File: src/rtl/obstacle_pool.sv
// Obstacle pool for the runner game: difficulty ramp, timed spawning into the
// lowest free slot, and per-tick leftward scrolling of every active obstacle.
package obstacle_pool_pkg;
  typedef struct packed {
    logic [1:0]  lane;
    logic [10:0] position;
    logic [1:0]  sprite_type;
    logic        active;
  } obstacle_t;
endpackage

module obstacle_pool
  import obstacle_pool_pkg::*;
#(
  parameter int unsigned NUM_SLOTS    = 10,
  parameter int unsigned NUM_LANES    = 3,
  parameter logic [10:0] SPAWN_POS    = 11'd1087,
  parameter int unsigned LEVEL_PERIOD = 300,
  parameter int unsigned MAX_SPEED    = 7
) (
  input  logic                      clk_in,
  input  logic                      rst_in,
  input  logic                      game_reset,
  input  logic                      tick_in,
  input  logic                      pause_in,
  input  logic [11:0]               time_alive,
  input  logic [3:0]                random_num,
  input  logic [1:0]                random_lane,
  input  logic [1:0]                random_sprite,
  output obstacle_t [NUM_SLOTS-1:0] obstacles_out,
  output logic [3:0]                active_count,
  output logic [3:0]                level,
  output logic [2:0]                speed,
  output logic                      spawn_pulse
);

  localparam logic [3:0]  NUM_SLOTS_L = 4'(NUM_SLOTS);
  localparam logic [2:0]  NUM_LANES_L = 3'(NUM_LANES);
  localparam logic [15:0] PERIOD_L    = 16'(LEVEL_PERIOD);

  typedef enum logic [1:0] {
    S_IDLE,
    S_WAIT,
    S_SPAWN
  } state_t;

  function automatic logic [2:0] speed_sat(input logic [3:0] lvl);
    logic [4:0] s;
    s = {1'b0, lvl} + 5'd1;
    if (s > 5'(MAX_SPEED)) return 3'(MAX_SPEED);
    return s[2:0];
  endfunction

  function automatic logic [1:0] lane_map(input logic [1:0] req);
    if ({1'b0, req} >= NUM_LANES_L) return 2'd0;
    return req;
  endfunction

  state_t                    state_q, state_d;
  logic [4:0]                delay_q, delay_d;
  obstacle_t [NUM_SLOTS-1:0] slots_q, slots_d;
  logic [3:0]                count_q, count_d;
  logic [3:0]                level_q, level_d;
  logic [2:0]                speed_q, speed_d;
  logic [15:0]               thresh_q, thresh_d;
  logic                      pulse_q, pulse_d;

  logic                      step;
  logic                      found;
  logic [3:0]                spawn_idx;
  logic [3:0]                n_retire;
  logic                      spawn_go;

  always_comb begin
    state_d   = state_q;
    delay_d   = delay_q;
    slots_d   = slots_q;
    level_d   = level_q;
    speed_d   = speed_q;
    thresh_d  = thresh_q;
    found     = 1'b0;
    spawn_idx = '0;
    n_retire  = '0;
    spawn_go  = 1'b0;
    step      = tick_in && !pause_in;

    if (!pause_in && ({4'b0, time_alive} >= thresh_q) && (level_q < NUM_SLOTS_L)) begin
      level_d  = level_q + 4'd1;
      thresh_d = thresh_q + PERIOD_L;
      speed_d  = speed_sat(level_d);
    end

    for (int i = 0; i < int'(NUM_SLOTS); i++) begin
      if (step && slots_q[i].active) begin
        if (slots_q[i].position <= {8'b0, speed_q}) begin
          slots_d[i].active   = 1'b0;
          slots_d[i].position = SPAWN_POS;
          n_retire            = n_retire + 4'd1;
        end else begin
          slots_d[i].position = slots_q[i].position - {8'b0, speed_q};
        end
      end
    end

    // Descending scan so the lowest free index is the one left standing.
    for (int i = int'(NUM_SLOTS) - 1; i >= 0; i--) begin
      if (!slots_q[i].active) begin
        found     = 1'b1;
        spawn_idx = 4'(i);
      end
    end

    case (state_q)
      S_IDLE: begin
        if (count_q < level_q) begin
          delay_d = {1'b0, random_num} + 5'd1;
          state_d = S_WAIT;
        end
      end
      S_WAIT: begin
        if (step) begin
          delay_d = delay_q - 5'd1;
          if (delay_q <= 5'd1) state_d = S_SPAWN;
        end
      end
      S_SPAWN: begin
        if (found) begin
          spawn_go                       = 1'b1;
          slots_d[spawn_idx].active      = 1'b1;
          slots_d[spawn_idx].position    = SPAWN_POS;
          slots_d[spawn_idx].lane        = lane_map(random_lane);
          slots_d[spawn_idx].sprite_type = random_sprite;
          state_d                        = S_IDLE;
        end
      end
      default: state_d = S_IDLE;
    endcase

    pulse_d = spawn_go;
    count_d = count_q + {3'b0, spawn_go} - n_retire;
  end

  always_ff @(posedge clk_in) begin
    if (rst_in || game_reset) begin
      state_q  <= S_IDLE;
      delay_q  <= '0;
      count_q  <= '0;
      level_q  <= '0;
      speed_q  <= 3'd1;
      thresh_q <= PERIOD_L;
      pulse_q  <= 1'b0;
      for (int i = 0; i < int'(NUM_SLOTS); i++) begin
        slots_q[i].active      <= 1'b0;
        slots_q[i].position    <= SPAWN_POS;
        slots_q[i].lane        <= 2'd0;
        slots_q[i].sprite_type <= 2'd0;
      end
    end else begin
      state_q  <= state_d;
      delay_q  <= delay_d;
      count_q  <= count_d;
      level_q  <= level_d;
      speed_q  <= speed_d;
      thresh_q <= thresh_d;
      pulse_q  <= pulse_d;
      slots_q  <= slots_d;
    end
  end

  assign obstacles_out = slots_q;
  assign active_count  = count_q;
  assign level         = level_q;
  assign speed         = speed_q;
  assign spawn_pulse   = pulse_q;

endmodule

File: config.mk
export PLATFORM = sky130hd
export DESIGN_NAME = obstacle_pool
export DESIGN_NICKNAME = d
export VERILOG_FILES = /design/src/rtl/obstacle_pool.sv
export SDC_FILE = /design/constraint.sdc
export NUM_CORES = 1
export LEC_CHECK = 0
export ABC_AREA = 1
export CORE_MARGIN = 10
export CORE_UTILIZATION = 45
export DETAILED_ROUTE_END_ITERATION = 6
export GPL_TIMING_DRIVEN = 0
export PLACE_DENSITY = 0.7
export SYNTH_ARGS = -nofsm -noshare
export SYNTH_HDL_FRONTEND = slang
export SYNTH_SLANG_ARGS = --single-unit
File: constraint.sdc
create_clock -name clk_in -period 19.1 [get_ports clk_in]
set_input_delay 3.82 -clock clk_in [delete_from_list [all_inputs] [get_ports clk_in]]
set_output_delay 3.82 -clock clk_in [all_outputs]
set_load 0.02 [all_outputs]
# [Word-level counts from Yosys, hierarchy flattened]
# Index checks and enable logic that the tools add are counted.
[totals] mem_bits_rw=0 latch_bits=0 input_bits=25 rom_bits=0 register_bits=195 memories=0
[classes] n_addsub=26 magnitude_cmp=18 muxes=115 reduce_logical=21 multipliers=0 n_div=0 n_bitwise=0 shifts=0 n_eq_ne=6
[op_table] operator="$bwmux 160" count=4
[op_table] operator="$mux 158" count=2
[op_table] operator="$demux 16 s4" count=4
[op_table] operator="$mux 11" count=20
[op_table] operator="$mux 4" count=28
[op_table] operator="$le 11x3->1" count=10
[op_table] operator="$sub 11x3->11" count=10
[op_table] operator="$add 4x1->4 const B" count=10
[op_table] operator="$mux 1" count=40
[op_table] operator="$add 16x9->16 const B" count=1
[op_table] operator="$ge 12x16->1" count=1
[op_table] operator="$mux 16" count=1
[op_table] operator="$mux 2" count=8
[op_table] operator="$logic_and 1x1->1" count=14
[op_table] operator="$mux 14" count=1
[op_table] operator="$add 4x1->5 const B" count=2
[op_table] operator="$mux 5" count=2
[op_table] operator="$pmux 5 s2" count=1
[op_table] operator="$mux 3" count=3
[op_table] operator="$ne 2x2->1 const B" count=4
[op_table] operator="$pmux 2 s3" count=1
[op_table] operator="$gt 5x3->1 const B" count=1
[op_table] operator="$le 5x1->1 const B" count=1
[op_table] operator="$lt 4x5->1 const B" count=1
[op_table] operator="16 further kinds" count=16

# [Depth between registers and ports, before layout]
# Gate-level depths: netlist (run 1).
[logic_depth] ltp_word=32 depth_mapped=52

# [Worst setup path after synthesis (run 1)]
# Ideal clock, no wire load.
[synth_path] path_kind="input-to-reg" from="input port pause_in" to="register count_q[3], in the netlist active_count[3]" slack_ns=9.181 required_ns=18.987 t_arrival_ns=9.806 stages=47 n_path_buf=1 path_cell_list="inv_2 -> nand2_2 -> buf_2 -> nor2_4 -> inv_1 -> nor2_1 -> ha_1 -> nand2_1 -> nand2_2 -> ha_1 -> nand4_1 -> nand2_1 -> nand3_1 -> nand2_1 -> inv_1 -> ha_1 -> inv_1 -> nand4_1 -> [11 not listed] -> nand2_1 -> ha_1 -> or2_2 -> nand2_1 -> inv_1 -> ha_1 -> nand2_1 -> xor2_1 -> ha_1 -> ha_1 -> a21oi_1 -> nand2_1 -> xor2_1 -> xnor2_1 -> xor2_1 -> nand2_1 -> nand2_1 -> nor2_1"
[synth_between] elab_chain_cells=32 elab_cells_between_ends=41 cone_classes="10 x add/sub; 19 x mux; 12 x reduce/logical"
[synth_lines] element="start: declaration" line="25" text="input logic pause_in,"
[synth_lines] element="$logic_not 1->1 *" line="85" text="step = tick_in && !pause_in;"
[synth_lines] element="$logic_and 1x1->1 *" line="85"
[synth_lines] element="$logic_and 1x1->1" line="94" text="if (step && slots_q[i].active) begin"
[synth_lines] element="$mux 1" line="94"
[synth_lines] element="$add 4x1->4" line="98" text="n_retire = n_retire + 4'd1;"
[synth_lines] element="$mux 4" line="95" text="if (slots_q[i].position <= {8'b0, speed_q}) begin"
[synth_lines] element="$mux 4" line="94"
[synth_lines] element="$add 4x1->4" line="98"
[synth_lines] element="[16 not listed]"
[synth_lines] element="$mux 4" line="94"
[synth_lines] element="$add 4x1->4" line="98"
[synth_lines] element="$mux 4" line="95"
[synth_lines] element="$mux 4" line="94"
[synth_lines] element="$add 4x1->4" line="98"
[synth_lines] element="$mux 4" line="95"
[synth_lines] element="$mux 4 *" line="94"
[synth_lines] element="$sub 4x4->4 *" line="140" text="count_d = count_q + {3'b0, spawn_go} - n_retire;"
[synth_lines] element="end signal: assignment" line="161" text="count_q <= count_d;"
[synth_lines] element="end: declaration" line="62" text="logic [3:0] count_q, count_d;"
# Every way passes the cells marked *; elsewhere a longest branch is shown, timed or not.
# A chain may end at the register's enable or synchronous reset.

# [Worst setup path after layout (run 1)]
# Same ends and word-level chain as after synthesis.

==> reports/qor.csv, run 1 <==
metric,value,unit
placed_area,13500,µm²
r2r_start,speed[1],
dp_hpwl,24600,µm
worstRegToRegCells,48,
ctsHoldBuffers,0,
ctsResizeCount,0,
stdcell_area,14100,µm²
cts_setup_buffers,0,
cts_sinks,193,
fmax,0.0923,GHz
status,"complete, no violations",
clock_path_buffers,2,
drtIter0Drc,793,
grt_pass1_vias,10100,
max_slew_margin,26.7,%
worstPathArrival,11160,ps
n_fill_cell,2319,
r2r_setup_slack,10620,ps
cts_made_buffers,17,
grt_usage,19.7,%
synthArstFlopShare,0,%
reg2reg_to,active_count[3],
cpMostUsedCell,nand2_1,
synthDistinctLibCells,47,
grt_antenna_before_repair,0,
tritoncts,built,
leakagePower,5.91,nW
ys_seq_area_share,34.7,%
ant_nets,0,
crit_required,19430,ps
yosysWarnings,0,
avgSynthCellArea,7.14,µm²
worstHoldPathType,register to register,
overflow,0,
cts-root-buf,clkbuf_16,
die_w,177,µm
dp_cells,2079,
crit_path_end_kind,register,
clk_pin_slew_worst_paths,70,ps
ir_drop,0.0425,mV
synth_seq_cells,193,
drv_slew,0,
start_util,45.8,%
finalCritPeriodShare,56.7,%
pin_count,197,
synth-main-ff-cell,dfxtp_1,
p_per_area,57.9,nW/µm²
cap_violations,0,
cts-htree-levels,4,
seq_area,3860,µm²
grt_pass1_wl,50800,µm
synth_cells,1560,
syn_area,11100,µm²
slowest_delay,470,ps
multi_input_area,6340,µm²
finalHoldViolations,0,
holdPathStages,2,
grt_max_degree,20,
worst_pin_slew,1100,ps
rsz0062_at_grt,no,
synth_edf_count,0,
drc,0,
final_cells,2110,
synth_nets,1662,
drt_pass1_iterations,5,
syn2layout_area_growth,26.3,%
vias,10700,
drive_gt1_share,5.99,%
hold_start,thresh_q[14],
slowest_stage,clkdlybuf4s50_1,
cp_max_fo,10,
finClkSkew,12.3,ps
holdPathEnd,thresh_q[14],
dieArea,31400,µm²
clock_latency,430,ps
period_minus_slack,10830,ps
critical_path_class,input pin to register,
num-nets-final,1876,
setup_viol,0,
core-area,24300,µm²
place.gp.congestion,0.928,
via_per_inst,5.05,
critPathLaunchType,input pin,
setup_total_negative_slack,0,ps
rows,57,
diodes,0,
die_h,177,µm
whs,430,ps
port_buffers,195,
wire_per_inst,14.9,µm
wirelength,31400,µm
==> per-stage QoR <==
stage	util (%)	power [mW]	setup slack, ps
CTS	57.8	0.821	8310
global route	57.8	0.844	7610
global placement	55.5	0.469	8010
floorplan	-	0.450	9180
detailed placement	55.5	0.470	7900
finish	57.8	0.814	8270
==> power breakdown <==
part | internal (mW) | total [mW] | switching, mW
Combinational | 0.0189 | 0.0532 | 0.0343
Sequential | 0.405 | 0.407 | 0.00296
Clock | 0.194 | 0.353 | 0.159
Total | 0.617 | 0.814 | 0.197
==> logic make-up after synthesis <==
group | count (synthesis) | synth area share [%]
AND/OR/NAND/NOR | 760 | 30.9
buffers and inverters | 248 | 8.41
AO/OA/AOI/OAI | 200 | 10.1
flip-flops | 193 | 34.7
adder cells (fa/ha/maj) | 77 | 9.39
XOR/XNOR | 76 | 5.98
multiplexers | 6 | 0.539
==> layout make-up <==
type	count	area share, %
buffer	15	0.445
clock buffer	19	3.08
clock inverter	12	0.961
inverter	233	6.22
multi-input combinational	1119	45.1
sequential	193	27.5
tap	324	2.88
timing repair buffer	195	13.9
==> metal layers <==
| layer | routed length [µm] | vias up | track usage, % |
|---|---|---|---|
| li1 | - | 5480 | - |
| met1 | 14100 | 4919 | 24.5 |
| met2 | 14500 | 223 | 32.6 |
| met3 | 2270 | 30 | 5.99 |
| met4 | 488 | 0 | 5.31 |
| met5 | 0 | - | 0 |
==> cell usage in the layout, fill, tap and decap left out, types with 13 or more instances in the layout <==
cell type and n:
nand3_1 112, a21oi_1 83, xnor2_1 23, inv_1 213, nand2_1 311, xor2_1 53
clkdlybuf4s50_1 195, o211ai_1 15, nor3_1 34, o21ai_0 71, clkbuf_16 17, inv_2 18
ha_1 66, nor2_1 204, clkbuf_1 13, nand4_1 21, dfxtp_1 193
==> cells in the mapped netlist, types with 5 or more instances <==
| master | instances | area, µm² |
|---|---|---|
| nor2_2 | 10 | 62.6 |
| o21ai_0 | 71 | 355 |
| clkbuf_1 | 11 | 41.3 |
| nand4_1 | 21 | 131 |
| a21oi_1 | 83 | 415 |
| nand3b_1 | 7 | 52.6 |
| mux2i_1 | 6 | 60.1 |
| fa_1 | 11 | 220 |
| inv_1 | 213 | 800 |
| or2_2 | 11 | 68.8 |
| nand3_2 | 9 | 90.1 |
| xor2_1 | 53 | 464 |
| nor4_1 | 11 | 68.8 |
| nor2_1 | 204 | 766 |
| nand2_4 | 7 | 78.8 |
| nand2_2 | 8 | 50.1 |
| nand3_1 | 112 | 561 |
| o211ai_1 | 15 | 113 |
| nand3_4 | 5 | 87.6 |
| xnor2_1 | 23 | 201 |
| inv_2 | 18 | 67.6 |
| ha_1 | 66 | 826 |
| a211oi_1 | 6 | 45.0 |
| nor3_1 | 34 | 170 |
| nand2_1 | 311 | 1170 |
| dfxtp_1 | 193 | 3860 |
==> how the worst max path moves through the flow <==
stage / depth (start not counted) / endpoint / slack, ps / startpoint
3_5_place_dp: 48 / active_count[3] / 7900 / pause_in
5_1_grt: 49 / active_count[3] / 7610 / pause_in
4_1_cts: 48 / active_count[3] / 8310 / pause_in
6_report: 48 / active_count[3] / 8270 / pause_in
2_1_floorplan: 47 / active_count[3] / 9180 / pause_in
3_3_place_gp: 48 / active_count[3] / 8010 / pause_in
==> worst max-delay path, delay by kind of cell <==
family                     cells  cell delay, ps
and+or+nand+nor               25            2810
adders and majority gates      8            2140
buffers and inverters          9            1330
AOI/OAI and AO/OA              1             150
xor gates and xnor gates       5             890
No activity file was read; power rests on OpenSTA's default activity.
==> run 2: changes to the inputs <==
--- a/config.mk
+++ b/config.mk
@@ -10,7 +10,7 @@
 export CORE_UTILIZATION = 45
 export DETAILED_ROUTE_END_ITERATION = 6
 export GPL_TIMING_DRIVEN = 0
-export PLACE_DENSITY = 0.7
+export PLACE_DENSITY = 0.73
 export SYNTH_ARGS = -nofsm -noshare
 export SYNTH_HDL_FRONTEND = slang
 export SYNTH_SLANG_ARGS = --single-unit
==> constraint.sdc (replaced) <==
create_clock -name clk_in -period 9.17 [get_ports clk_in]
set_input_delay 1.834 -clock clk_in [delete_from_list [all_inputs] [get_ports clk_in]]
set_output_delay 1.834 -clock clk_in [all_outputs]
set_load 0.02 [all_outputs]
==> run 2 against run 1 <==
  * Sequential cell count unchanged
  * Register-to-register slack got worse by 9800 ps
  * Non-clock buffer count unchanged
  * Critical path depth unchanged
  * Total power increased by 110%
  * Hold slack about the same
  * Clock-buffer cell count decreased by 1
  * Highest routed layer unchanged
==> reports/qor.csv, run 2 (synthesized netlist as in run 1, its figures left out) <==
metric,value,unit,change
status,"complete, no violations",,unchanged
clock_path_buffers,2,,unchanged
cts_made_buffers,17,,unchanged
cp_max_fo,10,,unchanged
power.total,1.72,mW,was 0.814 mW
layout_commonest_cell,nand2_1,,unchanged
tritoncts,built,,unchanged
port_buffers,195,,unchanged
diodes,0,,unchanged
place.gp.congestion,0.915,,was 0.928
crit_path_end_kind,register,,unchanged
clock_latency,440,ps,was 430 ps
seq_power_share,49.3,%,was 50.1%
n_fill_cell,2257,,"was 2,319"
leakagePower,5.92,nW,was 5.91 nW
pin_count,197,,unchanged
dieArea,31400,µm²,unchanged
drv_slew,0,,unchanged
finClkSkew,7.55,ps,was 12.3 ps
p_sw_share,25.9,%,was 24.2%
setup_viol,0,,unchanged
grt_max_degree,20,,unchanged
ir_drop,0.0906,mV,was 0.0425 mV
vias,10700,,about the same
finalHoldViolations,0,,unchanged
cap_violations,0,,unchanged
cp_top_family,simple AND/OR/NAND/NOR gates,,unchanged
finalCritPeriodShare,93.4,%,
dp_cells,2079,,unchanged
grt_pass1_wl,51000,µm,"was 50,800 µm"
max_slew_margin,24.4,%,was 26.7%
ant_nets,0,,unchanged
period_minus_slack,8570,ps,
slowest_stage,clkdlybuf4s50_1,,unchanged
combPwrFrac,6.5,%,about the same
critPathBufInv,9,,unchanged
die_w,177,µm,unchanged
grt_usage,19.8,%,was 19.7%
cpMostUsedCell,nand2_1,,unchanged
pwr-share-clk,44.2,%,was 43.4%
drc,0,,unchanged
grt_antenna_before_repair,0,,unchanged
critPathLaunchType,input pin,,unchanged
rows,57,,unchanged
critical_path_class,input pin to register,,unchanged
switching_power,0.445,mW,was 0.197 mW
slowest_delay,430,ps,was 470 ps
crit_required,9510,ps,"was 19,430 ps"
stdcell_area,14100,µm²,about the same
syn2layout_area_growth,26.5,%,was 26.3%
p_per_area,122,nW/µm²,was 57.9 nW/µm²
overflow,0,,unchanged
num-nets-final,1876,,unchanged
fmax,0.117,GHz,
worstPathArrival,8900,ps,"was 11,160 ps"
via_per_inst,5.08,,was 5.05
drtIter0Drc,835,,was 793
wire_per_inst,15.0,µm,was 14.9 µm
grt_pass1_vias,10100,,about the same
cts_sinks,193,,unchanged
drt_pass1_iterations,6,,was 5
wirelength,31600,µm,"was 31,400 µm"
final_cell_mix,"nand2_1, inv_1, nor2_1, clkdlybuf4s50_1, dfxtp_1",,unchanged
placed_area,13500,µm²,unchanged
clk_pin_slew_worst_paths,70,ps,about the same
dp_hpwl,24600,µm,about the same
worst_pin_slew,1130,ps,was 1100 ps
drive_gt1_share,6.27,%,was 5.99%
p_int,1.27,mW,was 0.617 mW
core-area,24300,µm²,unchanged
cts-root-buf,clkbuf_16,,unchanged
start_util,45.8,%,unchanged
final_cells,2111,,"was 2,110"
cts-htree-levels,4,,unchanged
cts_setup_buffers,0,,unchanged
worstHoldPathType,register to register,,unchanged
die_h,177,µm,unchanged
run 2: changes by cell type in the layout (fill, tap and decap cells not counted), sizes merged:
cell	previous run	this run
inv	234	238
clkinvlp	3	2
bufinv	2	1
clkbuf	30	29
run 2: path summary, 6_finish.rpt:
check        slack (ps)          from              end  depth (start not counted)
max                 600      pause_in  active_count[3]                         48
min                 430  thresh_q[14]     thresh_q[14]                          2
max reg2reg         820      speed[1]  active_count[3]                         48
min reg2reg         430  thresh_q[14]     thresh_q[14]                          2
run 2: power groups by stage:
stage	logic, mW	registers, mW	clock network [mW]
5_1_grt	0.127	0.849	0.802
3_3_place_gp	0.108	0.868	0
3_5_place_dp	0.110	0.868	0
4_1_cts	0.111	0.848	0.772
6_report	0.112	0.848	0.760
2_1_floorplan	0.0691	0.868	0
run 2: layout make-up:
class	count	area (µm²)	share of cell area [%]
Multi-Input combinational cell	1119	6340	45.0
Sequential cell	193	3860	27.4
Buffer	15	68.8	0.488
Inverter	233	875	6.21
Clock buffer	18	439	3.12
Clock inverter	14	149	1.06
Tap cell	324	405	2.88
Timing Repair Buffer	195	1950	13.8
run 2: repair_timing:
| action | 4_1_cts | 5_1_grt |
|---|---|---|
| hold buffers | 0 | 0 |
| hold endpoints to repair | 0 | 0 |
| setup endpoints to repair | 0 | 1 |
| gates resized for setup | 0 | 5 |
run 2: stage by stage:
step	util, %	setup TNS [ps]	hold slack [ps]	worst slack (ps)
floorplan	-	0	408	1240
global placement	55.5	0	417	108
detailed placement	55.5	0	420	43.0
CTS	57.9	0	432	466
global route	58.0	-2.80	441	-2.80
finish	58.0	0	430	605
run 2: worst min-delay path: cells and delay by family, from the launching register on:
kind,cells,cell delay [ps]
flops,1,310
simple gates,1,30
buf+inv,1,50
run 2: routing by layer:
layer  global-route usage (%)  up-vias  wire, µm
li1                         -     5463         -
met2                     33.0      275     14700
met1                     24.0     4942     13600
met4                     6.43        0       675
met3                     6.03       39      2660
met5                        0        -         0
